[config.mk]
export PLATFORM = sky130hd
export DESIGN_NAME = pwm_ramp_controller_flat
export DESIGN_NICKNAME = d
export VERILOG_FILES = /design/src/rtl/pwm_ramp_controller_if.sv /design/src/rtl/pwm_ramp_controller.sv /design/src/flat_wrapper.sv
export SDC_FILE = /design/constraint.sdc
export NUM_CORES = 1
export LEC_CHECK = 0
export ABC_AREA = 0
export CAP_MARGIN = 20
export CORE_MARGIN = 3
export CORE_UTILIZATION = 30
export CTS_BUF_LIST = sky130_fd_sc_hd__clkbuf_4 sky130_fd_sc_hd__clkbuf_8 sky130_fd_sc_hd__clkbuf_16
export CTS_CLUSTER_DIAMETER = 40
export CTS_CLUSTER_SIZE = 20
export DETAILED_ROUTE_END_ITERATION = 16
export GPL_ROUTABILITY_DRIVEN = 0
export GPL_TIMING_DRIVEN = 0
export MAX_ROUTING_LAYER = met4
export PLACE_DENSITY = 0.49
export SYNTH_ARGS = -nofsm -noshare
export SYNTH_HDL_FRONTEND = slang
export SYNTH_SLANG_ARGS = --single-unit
[constraint.sdc]
create_clock -name clk_osc -period 4.6 [get_ports clk_osc]
set_input_delay 0.92 -clock clk_osc [delete_from_list [all_inputs] [get_ports clk_osc]]
set_output_delay 0.92 -clock clk_osc [all_outputs]
set_load 0.03 [all_outputs]
[src/rtl/pwm_ramp_controller_if.sv]
// pwm_ramp_controller_if: ramp request inputs and PWM/status outputs of pwm_ramp_controller.
// PWM_COMPLEMENTARY_EN adds the dead-banded complementary output pwm_out_n.
interface pwm_ramp_controller_if #(
    parameter int CNT_WIDTH = 8
);
    logic                 enable;
    logic [CNT_WIDTH-1:0] target_duty;
    logic [CNT_WIDTH-1:0] duty;
    logic                 pwm_out;
    logic                 busy;
    logic                 at_target;
`ifdef PWM_COMPLEMENTARY_EN
    logic                 pwm_out_n;
    modport master (output enable, target_duty, input duty, pwm_out, busy, at_target, pwm_out_n);
    modport slave (input enable, target_duty, output duty, pwm_out, busy, at_target, pwm_out_n);
`else
    modport master (output enable, target_duty, input duty, pwm_out, busy, at_target);
    modport slave (input enable, target_duty, output duty, pwm_out, busy, at_target);
`endif
endinterface

[src/rtl/pwm_ramp_controller.sv]
// pwm_ramp_controller: PWM generator with soft-start/soft-stop duty ramping paced by clk_div edges.
// PWM_COMPLEMENTARY_EN adds a dead-banded complementary output.
module pwm_ramp_controller #(
    parameter int CNT_WIDTH = 8,
    parameter int STEP_SIZE = 1,
    parameter int DEAD_TIME = 4
) (
    input  logic                 clk_osc,
    input  logic                 rst,
    input  logic                 clk_div,
    pwm_ramp_controller_if.slave bus
);
    typedef enum logic [1:0] {IDLE, RAMP_UP, HOLD, RAMP_DOWN} state_t;

    localparam logic [CNT_WIDTH-1:0] CNT_MAX = '1;
    localparam logic [CNT_WIDTH:0]   STEP    = (CNT_WIDTH+1)'(STEP_SIZE);

    state_t               state, state_next;
    logic [CNT_WIDTH-1:0] pwm_cnt, cnt_next, duty_ramp, ramp_next, eff_tgt, duty, duty_eff;
    logic [CNT_WIDTH:0]   up_sum, dn_diff;
    logic                 clk_div_q, tick, pwm_out;

    assign tick     = clk_div & ~clk_div_q;
    assign eff_tgt  = bus.enable ? bus.target_duty : '0;
    assign up_sum   = {1'b0, duty_ramp} + STEP;
    assign dn_diff  = {1'b0, duty_ramp} - STEP;
    assign cnt_next = pwm_cnt + 1'b1;
    // the count about to start uses the duty loaded at the same wrap edge
    assign duty_eff = (pwm_cnt == CNT_MAX) ? duty_ramp : duty;

    assign bus.duty      = duty;
    assign bus.pwm_out   = pwm_out;
    assign bus.busy      = (state != IDLE);
    assign bus.at_target = (duty_ramp == eff_tgt);

    // the extra bit catches overshoot above the target and borrow below zero
    always_comb begin
        ramp_next = duty_ramp;
        if (duty_ramp < eff_tgt)
            ramp_next = (up_sum > {1'b0, eff_tgt}) ? eff_tgt : up_sum[CNT_WIDTH-1:0];
        else if (duty_ramp > eff_tgt)
            ramp_next = (dn_diff[CNT_WIDTH] || dn_diff < {1'b0, eff_tgt}) ? eff_tgt : dn_diff[CNT_WIDTH-1:0];
    end

    always_comb begin
        state_next = state;
        if (tick)
            case (state)
                IDLE:    state_next = (eff_tgt != '0) ? RAMP_UP : IDLE;
                RAMP_UP: state_next = (eff_tgt < duty_ramp) ? RAMP_DOWN :
                                      (ramp_next == eff_tgt) ? HOLD : RAMP_UP;
                HOLD:    state_next = (eff_tgt > duty_ramp) ? RAMP_UP :
                                      (eff_tgt < duty_ramp) ? RAMP_DOWN : HOLD;
                default: state_next = (eff_tgt > duty_ramp) ? RAMP_UP :
                                      (ramp_next != eff_tgt) ? RAMP_DOWN :
                                      (eff_tgt == '0) ? IDLE : HOLD;
            endcase
    end

    always_ff @(posedge clk_osc or posedge rst) begin
        if (rst) begin
            pwm_cnt   <= '0;
            duty_ramp <= '0;
            duty      <= '0;
            clk_div_q <= 1'b0;
            state     <= IDLE;
            pwm_out   <= 1'b0;
        end else begin
            clk_div_q <= clk_div;
            pwm_cnt   <= cnt_next;
            state     <= state_next;
            if (tick) duty_ramp <= ramp_next;
            if (pwm_cnt == CNT_MAX) duty <= duty_ramp;
            pwm_out   <= cnt_next < duty_eff;
        end
    end

`ifdef PWM_COMPLEMENTARY_EN
    localparam logic [CNT_WIDTH:0] DEAD = (CNT_WIDTH+1)'(DEAD_TIME);

    logic pwm_out_n;

    assign bus.pwm_out_n = pwm_out_n;

    // high only in [duty+DEAD, CNT_MAX-DEAD]; an empty window keeps it low
    always_ff @(posedge clk_osc or posedge rst) begin
        if (rst) pwm_out_n <= 1'b0;
        else pwm_out_n <= ({1'b0, cnt_next} >= {1'b0, duty_eff} + DEAD) &&
                          ({1'b0, cnt_next} + DEAD <= {1'b0, CNT_MAX});
    end
`else
    localparam int dead_time_unused = DEAD_TIME;
`endif
endmodule

[src/flat_wrapper.sv]
// flat-port wrapper written by rule: the top's interface ports become plain ports
module pwm_ramp_controller_flat 
#(
    parameter int CNT_WIDTH = 8,
    parameter int STEP_SIZE = 1,
    parameter int DEAD_TIME = 4
)
  (clk_osc, rst, clk_div, bus_enable, bus_target_duty, bus_duty, bus_pwm_out, bus_busy, bus_at_target);
  pwm_ramp_controller_if #(.CNT_WIDTH(CNT_WIDTH)) bus_i ();
  input  logic clk_osc;
  input  logic rst;
  input  logic clk_div;
  input wire logic [$bits(bus_i.enable)-1:0] bus_enable;
  input wire logic [$bits(bus_i.target_duty)-1:0] bus_target_duty;
  output wire logic [$bits(bus_i.duty)-1:0] bus_duty;
  output wire logic [$bits(bus_i.pwm_out)-1:0] bus_pwm_out;
  output wire logic [$bits(bus_i.busy)-1:0] bus_busy;
  output wire logic [$bits(bus_i.at_target)-1:0] bus_at_target;
  assign bus_i.enable = bus_enable;
  assign bus_i.target_duty = bus_target_duty;
  assign bus_duty = bus_i.duty;
  assign bus_pwm_out = bus_i.pwm_out;
  assign bus_busy = bus_i.busy;
  assign bus_at_target = bus_i.at_target;
  pwm_ramp_controller #(.CNT_WIDTH(CNT_WIDTH), .STEP_SIZE(STEP_SIZE), .DEAD_TIME(DEAD_TIME)) u_core (.clk_osc(clk_osc), .rst(rst), .clk_div(clk_div), .bus(bus_i));
endmodule
# Yosys cells after proc, flatten, opt, wreduce, memory -nomap -nowiden
# Index checks and enable logic that the tools add are counted.
[totals] output_inout_bits=11 regBits=28
[op_classes] add_sub_neg=3 order_cmp=7 n_bitwise=2 n_reduce_logical=5 n_eq_ne=6 n_mux=15
[ops] operator="$mux 8" n=6
[ops] operator="$lt 8x8->1" n=3
[ops] operator="$eq 8x8->1" n=2
[ops] operator="$gt 8x8->1" n=2
[ops] operator="$mux 2" n=6
[ops] operator="$add 8x1->9 const B" n=1
[ops] operator="$gt 9x8->1" n=1
[ops] operator="$lt 9x8->1" n=1
[ops] operator="$sub 8x1->9 const B" n=1
[ops] operator="$add 8x1->8 const B" n=1
[ops] operator="$eq 8x8->1 const B" n=1
[ops] operator="$logic_not 8->1" n=1
[ops] operator="$ne 8x8->1" n=1
[ops] operator="$reduce_bool 8->1" n=1
[ops] operator="$pmux 2 s3" n=1
[ops] operator="$eq 2x1->1 const B" n=1
[ops] operator="$eq 2x2->1 const B" n=1
[ops] operator="$logic_not 2->1" n=1
[ops] operator="$mux 1" n=2
[ops] operator="$reduce_bool 2->1" n=1
[ops] operator="$and 1x1->1" n=1
[ops] operator="$logic_or 1x1->1" n=1
[ops] operator="$not 1->1" n=1

# Depth between registers and ports, before layout
# Gate-level depths: netlist (run 1).
[depth] depth_word=10 mapped_depth=16 depth_no_buf=15

# Least setup slack after synthesis (run 1)
# Ideal clock, no wire load.
[synth_timing] path_type="input to register" startpoint="in bus_enable" endpoint="reg u_core.state[0]" required_ps=4479 setup_slack_ps=547 stages=12 arrival_time_ps=3932 path_cell_list="clkbuf_1 > nand2_1 > ha_1 > a211oi_1 > nand3b_1 > o22ai_1 > o221ai_1 > a32oi_1 > o32ai_1 > a2111o_1 > or3_1 > o22a_1"
[synth_via] elab_chain_cells=10 elab_cells_between_ends=23 classes_between="order compare (6); eq/ne (2); mux (13); reduce/logical (2)"
[synth_lines] element="start: declaration" line_no="flat_wrapper.sv:13" source="input wire logic [$bits(bus_i.enable)-1:0] bus_enable;"
[synth_lines] element="$mux 8 *" line_no="pwm_ramp_controller.sv:24" source="assign eff_tgt = bus.enable ? bus.target_duty : '0;"
[synth_lines] element="$lt 9x8->1" line_no="pwm_ramp_controller.sv:42" source="ramp_next = (dn_diff[CNT_WIDTH] || dn_diff < {1'b0, eff_tgt}) ? eff_tgt : dn_diff[CNT_WIDTH-1:0];"
[synth_lines] element="$logic_or 1x1->1" line_no="pwm_ramp_controller.sv:42"
[synth_lines] element="$mux 8" line_no="pwm_ramp_controller.sv:42"
[synth_lines] element="$mux 8" line_no="pwm_ramp_controller.sv:41" source="else if (duty_ramp > eff_tgt)"
[synth_lines] element="$mux 8" line_no="pwm_ramp_controller.sv:39" source="if (duty_ramp < eff_tgt)"
[synth_lines] element="$ne 8x8->1 / $eq 8x8->1 (equally long branches)" line_no="pwm_ramp_controller.sv:55, pwm_ramp_controller.sv:51"
[synth_lines] element="$mux 2, on equally long branches" line_no="pwm_ramp_controller.sv:55, pwm_ramp_controller.sv:51"
[synth_lines] element="$mux 2, on equally long branches" line_no="pwm_ramp_controller.sv:54, pwm_ramp_controller.sv:50"
[synth_lines] element="$pmux 2 s3 *" line_no="pwm_ramp_controller.sv:48" source="case (state)"
[synth_lines] element="end signal: assignment" line_no="pwm_ramp_controller.sv:71" source="state <= state_next;"
[synth_lines] element="end: declaration" line_no="pwm_ramp_controller.sv:18" source="state_t state, state_next;"
# Every way passes the cells marked *; elsewhere a longest branch is shown, timed or not.
# A chain may end at the register's enable or synchronous reset.

# Final worst setup path (run 1)
# Same ends and word-level chain as after synthesis.

==> flow_summary_export.csv, run 1 <==
group,metric,value,unit
status,status,"finished clean",
detailed_routing,ant_nets,0,
worst_setup_path,path_cells,"clkdlybuf4s50_1, clkbuf_4, nand2_2, ha_1, nand4_1, or2_2, clkinv_1, o31ai_2, buf_4, o221ai_2, o32ai_1, a2111o_1, or3_1, o22a_1",
detailed_routing,viasPerCell,5.81,
layout,multi_input_area,0.00206,mm^2
layout,area_growth,19.0,%
clocking,tritoncts,"yes",
detailed_routing,firstDrtPassIters,4,
layout,nets,423,
worst_setup_path,slowest_stage,"clkdlybuf4s50_1",
grt,grt_max_degree,24,
detailed_routing,wl_per_cell,18.9,um
worst_setup_path,crit_buf_inv,4,
layout,diodes,0,
yosys,synth_edf_count,0,
clocking,path_clk_slew,0.09,ns
timing,relSlewSlack,0.464,
clocking,cts.sinks,28,
timing,finalCritPeriodShare,0.961,
layout,final_area,0.00336,mm^2
pwr,ir_drop,0.162,mV
worst_setup_path,cp.arrival,4.58,ns
worst_setup_path,startpoint_type,"primary input",
yosys,netlist_area,0.00282,mm^2
clocking,clk_latency,0.26,ns
placement,portBuffers,22,
yosys,ys_async_sr_fraction,1.00,
yosys,yosysSeqAreaShare,0.248,
detailed_routing,vias,2807,
grt,grt.total_usage,0.182,
die,row_count,34,
yosys,netlist_instances,345,
die,die_w,103,um
yosys,syn-num-nets,391,
timing,setup_violations,0,
die,core_area,0.00893,mm^2
layout,final_cells,483,
clocking,cts_made_buffers,3,
grt,grt.overflow.total,0,
grt,antenna_found_initial,0,
placement,dp_hpwl,6860,um
layout,drive_above_1_share,0.117,
clocking,root_buffer,"clkbuf_8",
detailed_routing,drt_iter0_drc,207,
yosys,synth_seq_cells,28,
yosys,yosys_most_used_dff,"dfrtp_1",
timing,tns,0,ns
worst_hold_path,hp-class,"reg2reg",
worst_setup_path,slowest_delay,0.47,ns
die,die_y,103,um
placement,dp.cells,476,
clocking,hold_buffers,0,
clocking,clk_path_buf_depth,2,
layout,num-fill-cells,953,
worst_setup_path,crit_fanout,10,
pwr,power_density,658,mW/mm^2
flow_run,drv_cap,0,
clocking,h-tree-depth,1,
layout,final_util,0.376,
yosys,synth.avg_cell_area,8.17,um^2
die,die-area,0.0106,mm^2
yosys,ys_types,62,
worst_setup_path,crit_type,"in2reg",
layout,layout_common_cells,"ha_1, dfrtp_1, a21oi_1",
detailed_routing,drt_wl_total,9110,um
placement,placed_cell_area,0.00320,mm^2
timing,slew_violations,0,
worst_setup_path,end_kind,"flop",
grt,grt_pass1_wl,14700,um
worst_setup_path,worstPathRequired,4.76,ns
layout,layout_commonest_cell,"ha_1",
timing,period_needed,4.42,ns
yosys,synth_warnings,0,
die,initial_core_util,0.316,
die,ioPinCount,23,
timing,max_freq,0.226,GHz
pwr,p_leak,1.44,nW
worst_setup_path,crit_family,"compound AO/OA/AOI/OAI gates",
timing,hold_viol,0,
detailed_routing,drc,0,
timing,finClkSkew,0.00211,ns
layout,ff_latch_area,701,um^2
grt,first_global_vias,2762,
timing,worst_pin_slew,0.800,ns
==> worst register-to-register path, delay by kind of cell, from the launching register on <==
kind	cells	cell delay [ns]
XOR/XNOR	1	0.29
flip-flops	1	0.43
buffers and inverters	2	0.42
adder cells (fa/ha/maj)	2	0.57
AO/OA/AOI/OAI	7	1.74
AND/OR/NAND/NOR	3	0.82
==> synthesized netlist by cell type, drive strengths merged, types with 2 or more instances <==
library cell / instances / area, um^2
mux2i: 7 / 70.1
o22ai: 6 / 37.5
mux2: 2 / 22.5
or3: 10 / 67.6
o32a: 2 / 20.0
a211oi: 5 / 37.5
a32oi: 2 / 17.5
nor3: 8 / 45.0
o21a: 3 / 22.5
xnor2: 10 / 87.6
a21oi: 26 / 130
o221ai: 5 / 50.0
buf: 5 / 23.8
a22oi: 3 / 22.5
nand2: 29 / 109
nand4: 7 / 43.8
nor2b: 2 / 12.5
o31ai: 3 / 22.5
dfrtp: 28 / 701
inv: 20 / 75.1
a31oi: 2 / 12.5
clkbuf: 10 / 37.5
o311ai: 3 / 26.3
or2: 4 / 25.0
o22a: 4 / 35.0
nor2: 25 / 93.8
ha: 34 / 425
xor2: 8 / 70.1
nand3: 11 / 55.1
nand2b: 5 / 31.3
and4: 2 / 18.8
nor4: 2 / 12.5
o21ai: 22 / 110
a21o: 3 / 22.5
o211ai: 5 / 37.5
o211a: 2 / 20.0
==> report_power, final <==
group | switching [W] | internal [W]
clock network | 0.0000677 | 0.0000585
registers | 0.0000755 | 0.000285
logic | 0.00107 | 0.000655
==> sequential cells by signal (all words and copies together) (netlist names) <==
name / count
u_core.bus.duty: 8
u_core.bus.pwm_out: 1
u_core.clk_div_q: 1
u_core.duty_ramp: 8
u_core.pwm_cnt: 8
u_core.state: 2
==> what timing repair did <==
action	in CTS	in global routing
pin swaps	0	3
buffers inserted	0	3
cloned	0	1
endpoints found under the setup margin	3	3
gates resized for setup	10	19
==> final timing paths <==
| check | slack (ns) | cells after the start | endpoint | start |
|---|---|---|---|---|
| setup / recovery | 0.18 | 14 | u_core.state[0] | bus_enable |
| hold / removal | 0.50 | 1 | u_core.pwm_cnt[0] | u_core.pwm_cnt[0] |
| setup reg to reg | 0.22 | 15 | u_core.state[0] | u_core.duty_ramp[0] |
| hold reg to reg | 0.50 | 1 | u_core.pwm_cnt[0] | u_core.pwm_cnt[0] |
| max in group asynchronous | 3.28 | 3 | u_core.pwm_cnt[7] | rst |
| min in group asynchronous | 0.90 | 2 | u_core.duty_ramp[4] | rst |
==> cell families (layout without fill, tap and decap cells) <==
| logic type | Yosys count | in the layout | synth area share |
|---|---|---|---|
| AO/OA/AOI/OAI | 109 | 110 | 0.263 |
| flip-flops | 28 | 28 | 0.248 |
| multiplexers | 9 | 9 | 0.0328 |
| XOR/XNOR | 18 | 18 | 0.0559 |
| AND/OR/NAND/NOR | 111 | 111 | 0.199 |
| buffers and inverters | 36 | 65 | 0.0497 |
| adder cells (fa/ha/maj) | 34 | 34 | 0.151 |
==> metal layers <==
| metal | up-vias | part of all wire | GRT usage |
|---|---|---|---|
| li1 | 1354 | - | - |
| met1 | 1328 | 0.45 | 0.250 |
| met2 | 108 | 0.46 | 0.286 |
| met3 | 17 | 0.059 | 0.0149 |
| met4 | 0 | 0.024 | 0.0538 |
| met5 | - | 0 | - |
==> per-stage QoR <==
step | hold slack, ns | total power, W | worst slack (ns)
floorplan | 0.458 | 0.00150 | 0.547
detailed placement | 0.493 | 0.00195 | -0.791
finish | 0.500 | 0.00221 | 0.181
global placement | 0.490 | 0.00194 | -0.835
CTS | 0.507 | 0.00210 | 0.00262
global route | 0.550 | 0.00241 | -0.00907
==> layout make-up <==
class                           count  area share
Timing Repair Buffer               26      0.0813
Inverter                           21      0.0235
Clock buffer                        3      0.0123
Multi-Input combinational cell    282       0.613
Buffer                             15      0.0209
Sequential cell                    28       0.209
Tap cell                          108      0.0403
(Power assumes the default switching activity.)
==> run 2, diff against run 1 <==
--- a/config.mk
+++ b/config.mk
@@ -5,10 +5,10 @@
 export SDC_FILE = /design/constraint.sdc
 export NUM_CORES = 1
 export LEC_CHECK = 0
-export ABC_AREA = 0
+export ABC_AREA = 1
 export CAP_MARGIN = 20
 export CORE_MARGIN = 3
-export CORE_UTILIZATION = 30
+export CORE_UTILIZATION = 59
 export CTS_BUF_LIST = sky130_fd_sc_hd__clkbuf_4 sky130_fd_sc_hd__clkbuf_8 sky130_fd_sc_hd__clkbuf_16
 export CTS_CLUSTER_DIAMETER = 40
 export CTS_CLUSTER_SIZE = 20
@@ -16,7 +16,7 @@
 export GPL_ROUTABILITY_DRIVEN = 0
 export GPL_TIMING_DRIVEN = 0
 export MAX_ROUTING_LAYER = met4
-export PLACE_DENSITY = 0.49
+export PLACE_DENSITY = 0.83
 export SYNTH_ARGS = -nofsm -noshare
 export SYNTH_HDL_FRONTEND = slang
 export SYNTH_SLANG_ARGS = --single-unit
==> run 2 against run 1 <==
Against the previous run:
- clock power up 21%
- first-iteration DRC count down 9.2%
- cell area down 5.6%
- wire length down 29%
- critical endpoint is now bus_at_target
- synthesized cell count up 17%
- area after synthesis down 0.35%
- hold slack better by 0.0026 ns
- largest cell class unchanged
- flip-flop and latch count unchanged
- combinational power down 16%
- via count down 6.1%
- largest power group unchanged
- sequential share of layout area up 1.2 points
- global-route usage up 7.1 points
==> flow_summary_export.csv, run 2 <==
group,metric,value,unit
worst_setup_path,crit_type,"in2out",
clocking,clk_path_buf_depth,2,
yosys,ys_async_sr_fraction,1.00,
yosys,synth_top_cells_by_area,"dfrtp_1, ha_1, nand2_1",
clocking,tritoncts,"yes",
grt,antenna_found_initial,0,
pwr,ir_drop,0.369,mV
clocking,root_buffer,"clkbuf_8",
worst_setup_path,cp.arrival,3.02,ns
detailed_routing,drc,0,
worst_setup_path,path_cells,"clkdlybuf4s50_1, nand2_1, ha_1, nand4_1, inv_1, nand4_1, inv_1, clkdlybuf4s50_1",
timing,hold_viol,0,
detailed_routing,viasPerCell,5.48,
die,row_count,24,
status,status,"finished clean",
die,die-area,0.00563,mm^2
yosys,synth_edf_count,0,
detailed_routing,firstDrtPassIters,4,
yosys,syn-num-nets,449,
yosys,yosysSeqAreaShare,0.249,
worst_setup_path,crit_fanout,5,
placement,dp_hpwl,5250,um
timing,finClkSkew,0.00530,ns
layout,layout_commonest_cell,"nand2_1",
detailed_routing,ant_nets,0,
detailed_routing,drt_iter0_drc,188,
worst_hold_path,hp-class,"reg2reg",
layout,area_growth,12.7,%
clocking,clk_latency,0.28,ns
pwr,power_density,613,mW/mm^2
clocking,cts.sinks,28,
detailed_routing,drt_wl_total,6490,um
yosys,synth.most_common_cell,"nand2_1",
layout,drive_above_1_share,0.0793,
clocking,path_clk_slew,0.09,ns
timing,slew_violations,0,
yosys,yosys_most_used_dff,"dfrtp_1",
yosys,synth_seq_cells,28,
timing,relSlewSlack,0.694,
timing,max_freq,0.254,GHz
timing,worst_pin_slew,0.458,ns
clocking,cts_setup_buffers,0,
worst_setup_path,r2r-start,"u_core.duty_ramp[0]",
timing,rsz0062_at_grt,"false",
die,ioPinCount,23,
worst_setup_path,critPathLaunch,"bus_target_duty[7]",
detailed_routing,wl_per_cell,13.5,um
yosys,ys_types,32,
timing,setup_violations,0,
timing,period_needed,3.94,ns
clocking,cts_made_buffers,3,
die,initial_core_util,0.628,
yosys,netlist.area_leader.share,0.249,
yosys,synth_top_area_cell,"dfrtp_1",
die,core_area,0.00447,mm^2
die,die_y,75.0,um
timing,finalCritPeriodShare,0.857,
clocking,hold_buffers,0,
die,die_w,75.0,um
layout,layout_common_cells,"nand2_1, inv_1, nand3_1",
yosys,netlist_instances,403,
worst_setup_path,slowest_delay,0.68,ns
yosys,netlist_area,0.00281,mm^2
layout,final_util,0.708,
grt,grt.overflow.total,0,
layout,num-fill-cells,396,
worst_setup_path,slowest_stage,"clkdlybuf4s50_1",
yosys,synthTopCellsByCount,"nand2_1, inv_1, nand3_1",
worst_setup_path,end_kind,"primary output",
grt,first_global_vias,2441,
placement,portBuffers,21,
worst_setup_path,worstPathRequired,3.68,ns
grt,grt.total_usage,0.253,
grt,grt_pass1_wl,10800,um
detailed_routing,vias,2636,
pwr,p_leak,1.73,nW
clocking,cts_resized,0,
grt,grt_max_degree,29,
clocking,h-tree-depth,1,
flow_run,drv_cap,0,
layout,largestRegisters,"u_core.bus.duty x8, u_core.duty_ramp x8, u_core.pwm_cnt x8",
worst_setup_path,startpoint_type,"primary input",
layout,diodes,0,
layout,nets,476,
yosys,synth_warnings,0,
timing,tns,0,ns
worst_hold_path,holdCritStartpoint,"u_core.pwm_cnt[0]",
yosys,synth.avg_cell_area,6.97,um^2
[run 2: cell types whose count changed after synthesis, sizes merged, moves of 7 or more]
cell and change:
a21oi -14, inv +43, xnor2 -9, nand2 +89, nand3 +41, xor2 +9
or3 -10, mux2i -7
[run 2: per-stage QoR]
step	cell area (um^2)	setup WS, ns	instances	power (W)	hold WS [ns]
final	3170	0.656	481	0.00194	0.502
after global routing	3170	0.509	481	0.00214	0.560
after CTS	3140	0.665	480	0.00192	0.511
after detailed placement	3090	0.672	476	0.00176	0.496
after global placement	3090	0.693	476	0.00171	0.488
after floorplan	2810	1.41	403	0.00146	0.443
[run 2: routing by layer]
layer | global-route usage | vias to the layer above | share of wire
li1 | - | 1359 | -
met1 | 0.293 | 1189 | 0.43
met2 | 0.459 | 79 | 0.51
met3 | 0.0187 | 9 | 0.054
met4 | 0.0830 | 0 | 0.011
met5 | - | - | 0
[run 2: final cells by class]
| type | count | area [um^2] | share of cell area |
|---|---|---|---|
| plain buffers | 7 | 46.3 | 0.0146 |
| clock buffers | 4 | 55.1 | 0.0174 |
| inverters | 65 | 244 | 0.0770 |
| multi-input cells | 303 | 1820 | 0.574 |
| flip-flops and latches | 28 | 701 | 0.221 |
| well taps | 52 | 65.1 | 0.0205 |
| repair buffers | 22 | 238 | 0.0750 |
[run 2: kinds of logic (layout without fill, tap and decap cells)]
logic type / Yosys count / in the layout / share of synthesized area
AOI/OAI and AO/OA: 36 / 36 / 0.0690
xor gates and xnor gates: 18 / 18 / 0.0561
adders and majority gates: 34 / 34 / 0.151
buffers and inverters: 72 / 98 / 0.103
DFF: 28 / 28 / 0.249
and+or+nand+nor: 215 / 215 / 0.371
[run 2: final timing paths]
| path | endpoint | slack, ns | depth (start not counted) |
|---|---|---|---|
| worst max-delay path | bus_at_target | 0.66 | 8 |
| worst min-delay path | u_core.pwm_cnt[0] | 0.50 | 1 |
| worst max register to register | u_core.state[1] | 1.01 | 26 |
| worst min register to register | u_core.pwm_cnt[0] | 0.50 | 1 |
| max in group asynchronous | u_core.pwm_cnt[7] | 3.28 | 3 |
| min in group asynchronous | u_core.clk_div_q | 0.90 | 2 |
[run 2: power breakdown]
group	total [W]	switching [W]	internal, W
logic	0.00145	0.000939	0.000512
registers	0.000339	0.0000556	0.000283
clock network	0.000152	0.0000755	0.0000768
total	0.00194	0.00107	0.000872
[run 2: critical path, delay by kind of cell]
| kind | cells | cell delay (ns) |
|---|---|---|
| fa+ha+maj | 1 | 0.38 |
| buf+inv | 4 | 1.36 |
| simple gates | 3 | 0.38 |
==> run 3, diff against run 2 <==
--- a/config.mk
+++ b/config.mk
@@ -8,7 +8,7 @@
 export ABC_AREA = 1
 export CAP_MARGIN = 20
 export CORE_MARGIN = 3
-export CORE_UTILIZATION = 59
+export CORE_UTILIZATION = 53
 export CTS_BUF_LIST = sky130_fd_sc_hd__clkbuf_4 sky130_fd_sc_hd__clkbuf_8 sky130_fd_sc_hd__clkbuf_16
 export CTS_CLUSTER_DIAMETER = 40
 export CTS_CLUSTER_SIZE = 20
@@ -16,7 +16,7 @@
 export GPL_ROUTABILITY_DRIVEN = 0
 export GPL_TIMING_DRIVEN = 0
 export MAX_ROUTING_LAYER = met4
-export PLACE_DENSITY = 0.83
+export PLACE_DENSITY = 0.79
 export SYNTH_ARGS = -nofsm -noshare
 export SYNTH_HDL_FRONTEND = slang
 export SYNTH_SLANG_ARGS = --single-unit
==> constraint.sdc (replaced) <==
create_clock -name clk_osc -period 3.2 [get_ports clk_osc]
set_input_delay 0.64 -clock clk_osc [delete_from_list [all_inputs] [get_ports clk_osc]]
set_output_delay 0.64 -clock clk_osc [all_outputs]
set_load 0.03 [all_outputs]
==> run 3 against run 2 <==
Against the previous run:
- utilization increased by 4.1 points
- clock power increased by 24%
- register-to-register slack got worse by 1.0 ns
- critical path type unchanged
- the run now ends with negative setup slack left
- sequential power increased by 50%
==> flow_summary_export.csv, run 3 (synthesis results as in run 2) <==
group,metric,value,unit
clocking,path_clk_slew,0.09,ns
pwr,power_frac_comb,0.808,
layout,largestRegisters,"u_core.bus.duty x8, u_core.duty_ramp x8, u_core.pwm_cnt x8",
timing,period_needed,3.31,ns
clocking,root_buffer,"clkbuf_8",
layout,drive_above_1_share,0.259,
worst_hold_path,worstHoldEndpoint,"u_core.pwm_cnt[0]",
grt,antenna_found_initial,0,
timing,setup_violations,1,
layout,layout_commonest_cell,"nand2_1",
timing,rsz0062_at_grt,"true",
placement,portBuffers,21,
detailed_routing,ant_nets,0,
grt,first_global_vias,2598,
layout,final_cells,511,
layout,area_growth,30.9,%
layout,nets,492,
worst_setup_path,startpoint_type,"primary input",
status,status,"finished with violations",
placement,dp.cells,491,
worst_hold_path,holdPathStages,1,
pwr,p_leak,1.87,nW
grt,gr-usage-met1,0.256,
die,core_area,0.00491,mm^2
worst_setup_path,path_cells,"clkdlybuf4s50_1, nand2_2, ha_1, nand4_1, inv_1, nand4_1, inv_1, dlygate4sd2_1",
clocking,cts.sinks,28,
clocking,clk_path_buf_depth,2,
timing,finClkSkew,0.00142,ns
pwr,switchingPower,0.00200,W
grt,top_usage_layer,"met2",
detailed_routing,wl_per_cell,15.3,um
die,initial_core_util,0.572,
timing,max_freq,0.303,GHz
timing,relSlewSlack,0.724,
worst_setup_path,crit_fanout,6,
worst_setup_path,cp.arrival,2.67,ns
worst_hold_path,holdCritStartpoint,"u_core.pwm_cnt[0]",
die,die_y,78.8,um
timing,setup_slack,-0.106,ns
status,violations,"negative setup slack",
detailed_routing,drt_iter0_drc,187,
timing,tns,-0.106,ns
worst_setup_path,crit_type,"in2out",
grt,grt_use_met3,0.0125,
detailed_routing,drc,0,
pwr,power_density,990,mW/mm^2
pwr,pwr-share-clk,0.052,
worst_setup_path,r2r-end,"u_core.state[1]",
detailed_routing,drt_wl_total,7830,um
clocking,h-tree-depth,1,
timing,hold_viol,0,
detailed_routing,viasPerCell,5.75,
detailed_routing,firstDrtPassIters,5,
worst_setup_path,worst-r2r-cell-count,26,
worst_setup_path,end_kind,"primary output",
grt,grt.total_usage,0.222,
clocking,cts_made_buffers,3,
grt,grt_pass1_wl,11100,um
die,row_count,25,
detailed_routing,vias,2939,
grt,grt_max_degree,29,
timing,worst_pin_slew,0.414,ns
pwr,pwr-share-seq,0.140,
worst_hold_path,hp-class,"reg2reg",
timing,whs,0.500,ns
worst_setup_path,worstPathRequired,2.56,ns
die,die_w,78.8,um
pwr,netSwitchingFraction,0.549,
clocking,hold_buffers,0,
die,die-area,0.00621,mm^2
timing,slew_violations,0,
layout,diodes,0,
layout,layout_common_cells,"nand2_1, inv_1, nand3_1",
worst_setup_path,r2r-start,"u_core.duty_ramp[2]",
clocking,clk_latency,0.27,ns
timing,finalCritPeriodShare,1.03,
clocking,tritoncts,"yes",
grt,grt.overflow.total,0,
worst_setup_path,crit_family,"buffers and inverters",
pwr,ir_drop,0.640,mV
pwr,p_int,0.00164,W
placement,dp_hpwl,5230,um
die,ioPinCount,23,
worst_setup_path,slowest_stage,"clkdlybuf4s50_1",
worst_setup_path,slowest_delay,0.47,ns
worst_setup_path,r2r_slack,0,ns
worst_setup_path,crit_buf_inv,4,
flow_run,drv_cap,0,
grt,met2_usage,0.402,
run 3: changes by cell type in the layout (fill, tap and decap cells not counted), moves of 7 or more:
cell / delta
ha_4: +9
nand3_1: -16
nand3_2: +14
nand2_2: +17
buf_4: +14
nor2_1: -7
ha_1: -9
nand2_1: -19
run 3: timing repair:
item,4_1_cts,5_1_grt
pin swaps,0,31
setup endpoints to repair,3,3
cloned,0,2
setup buffers,0,14
gates resized for setup,8,84
run 3: routing by layer:
| metal | vias to the layer above | share of wire |
|---|---|---|
| met5 | - | 0 |
| met4 | 0 | 0.046 |
| met3 | 39 | 0.059 |
| met2 | 144 | 0.49 |
| met1 | 1358 | 0.40 |
| li1 | 1398 | - |
run 3: layout make-up:
type                            instances  area, um^2
Buffer                                  7        55.1
Clock buffer                            3        41.3
Inverter                               65         251
Sequential cell                        28         704
Tap cell                               67        83.8
Fill cell                             393        1230
Timing Repair Buffer                   36         342
Multi-Input combinational cell        305        2200
run 3: per-stage QoR:
stage	total power (W)	instance area, um^2	setup WS (ns)	util
after floorplan	0.00211	2810	0.292	-
after global placement	0.00246	3100	-0.365	0.632
after detailed placement	0.00253	3100	-0.403	0.632
after CTS	0.00274	3160	-0.0436	0.644
after global routing	0.00395	3680	-0.193	0.749
final	0.00364	3680	-0.106	0.749
run 3: worst max-delay path by stage:
stage | start | depth (start not counted) | end
2_1_floorplan | bus_enable | 21 | u_core.state[1]
3_3_place_gp | bus_target_duty[7] | 21 | u_core.state[1]
3_5_place_dp | bus_target_duty[7] | 21 | u_core.state[1]
4_1_cts | bus_target_duty[7] | 21 | u_core.state[1]
5_1_grt | bus_target_duty[4] | 8 | bus_at_target
6_report | bus_target_duty[4] | 8 | bus_at_target
run 3: power by group through the flow:
stage | sequential [W] | clock (W) | combinational, W
2_1_floorplan | 0.000464 | 0 | 0.00164
3_3_place_gp | 0.000486 | 0 | 0.00197
3_5_place_dp | 0.000486 | 0 | 0.00204
4_1_cts | 0.000486 | 0.000187 | 0.00207
5_1_grt | 0.000516 | 0.000205 | 0.00323
6_report | 0.000509 | 0.000189 | 0.00294
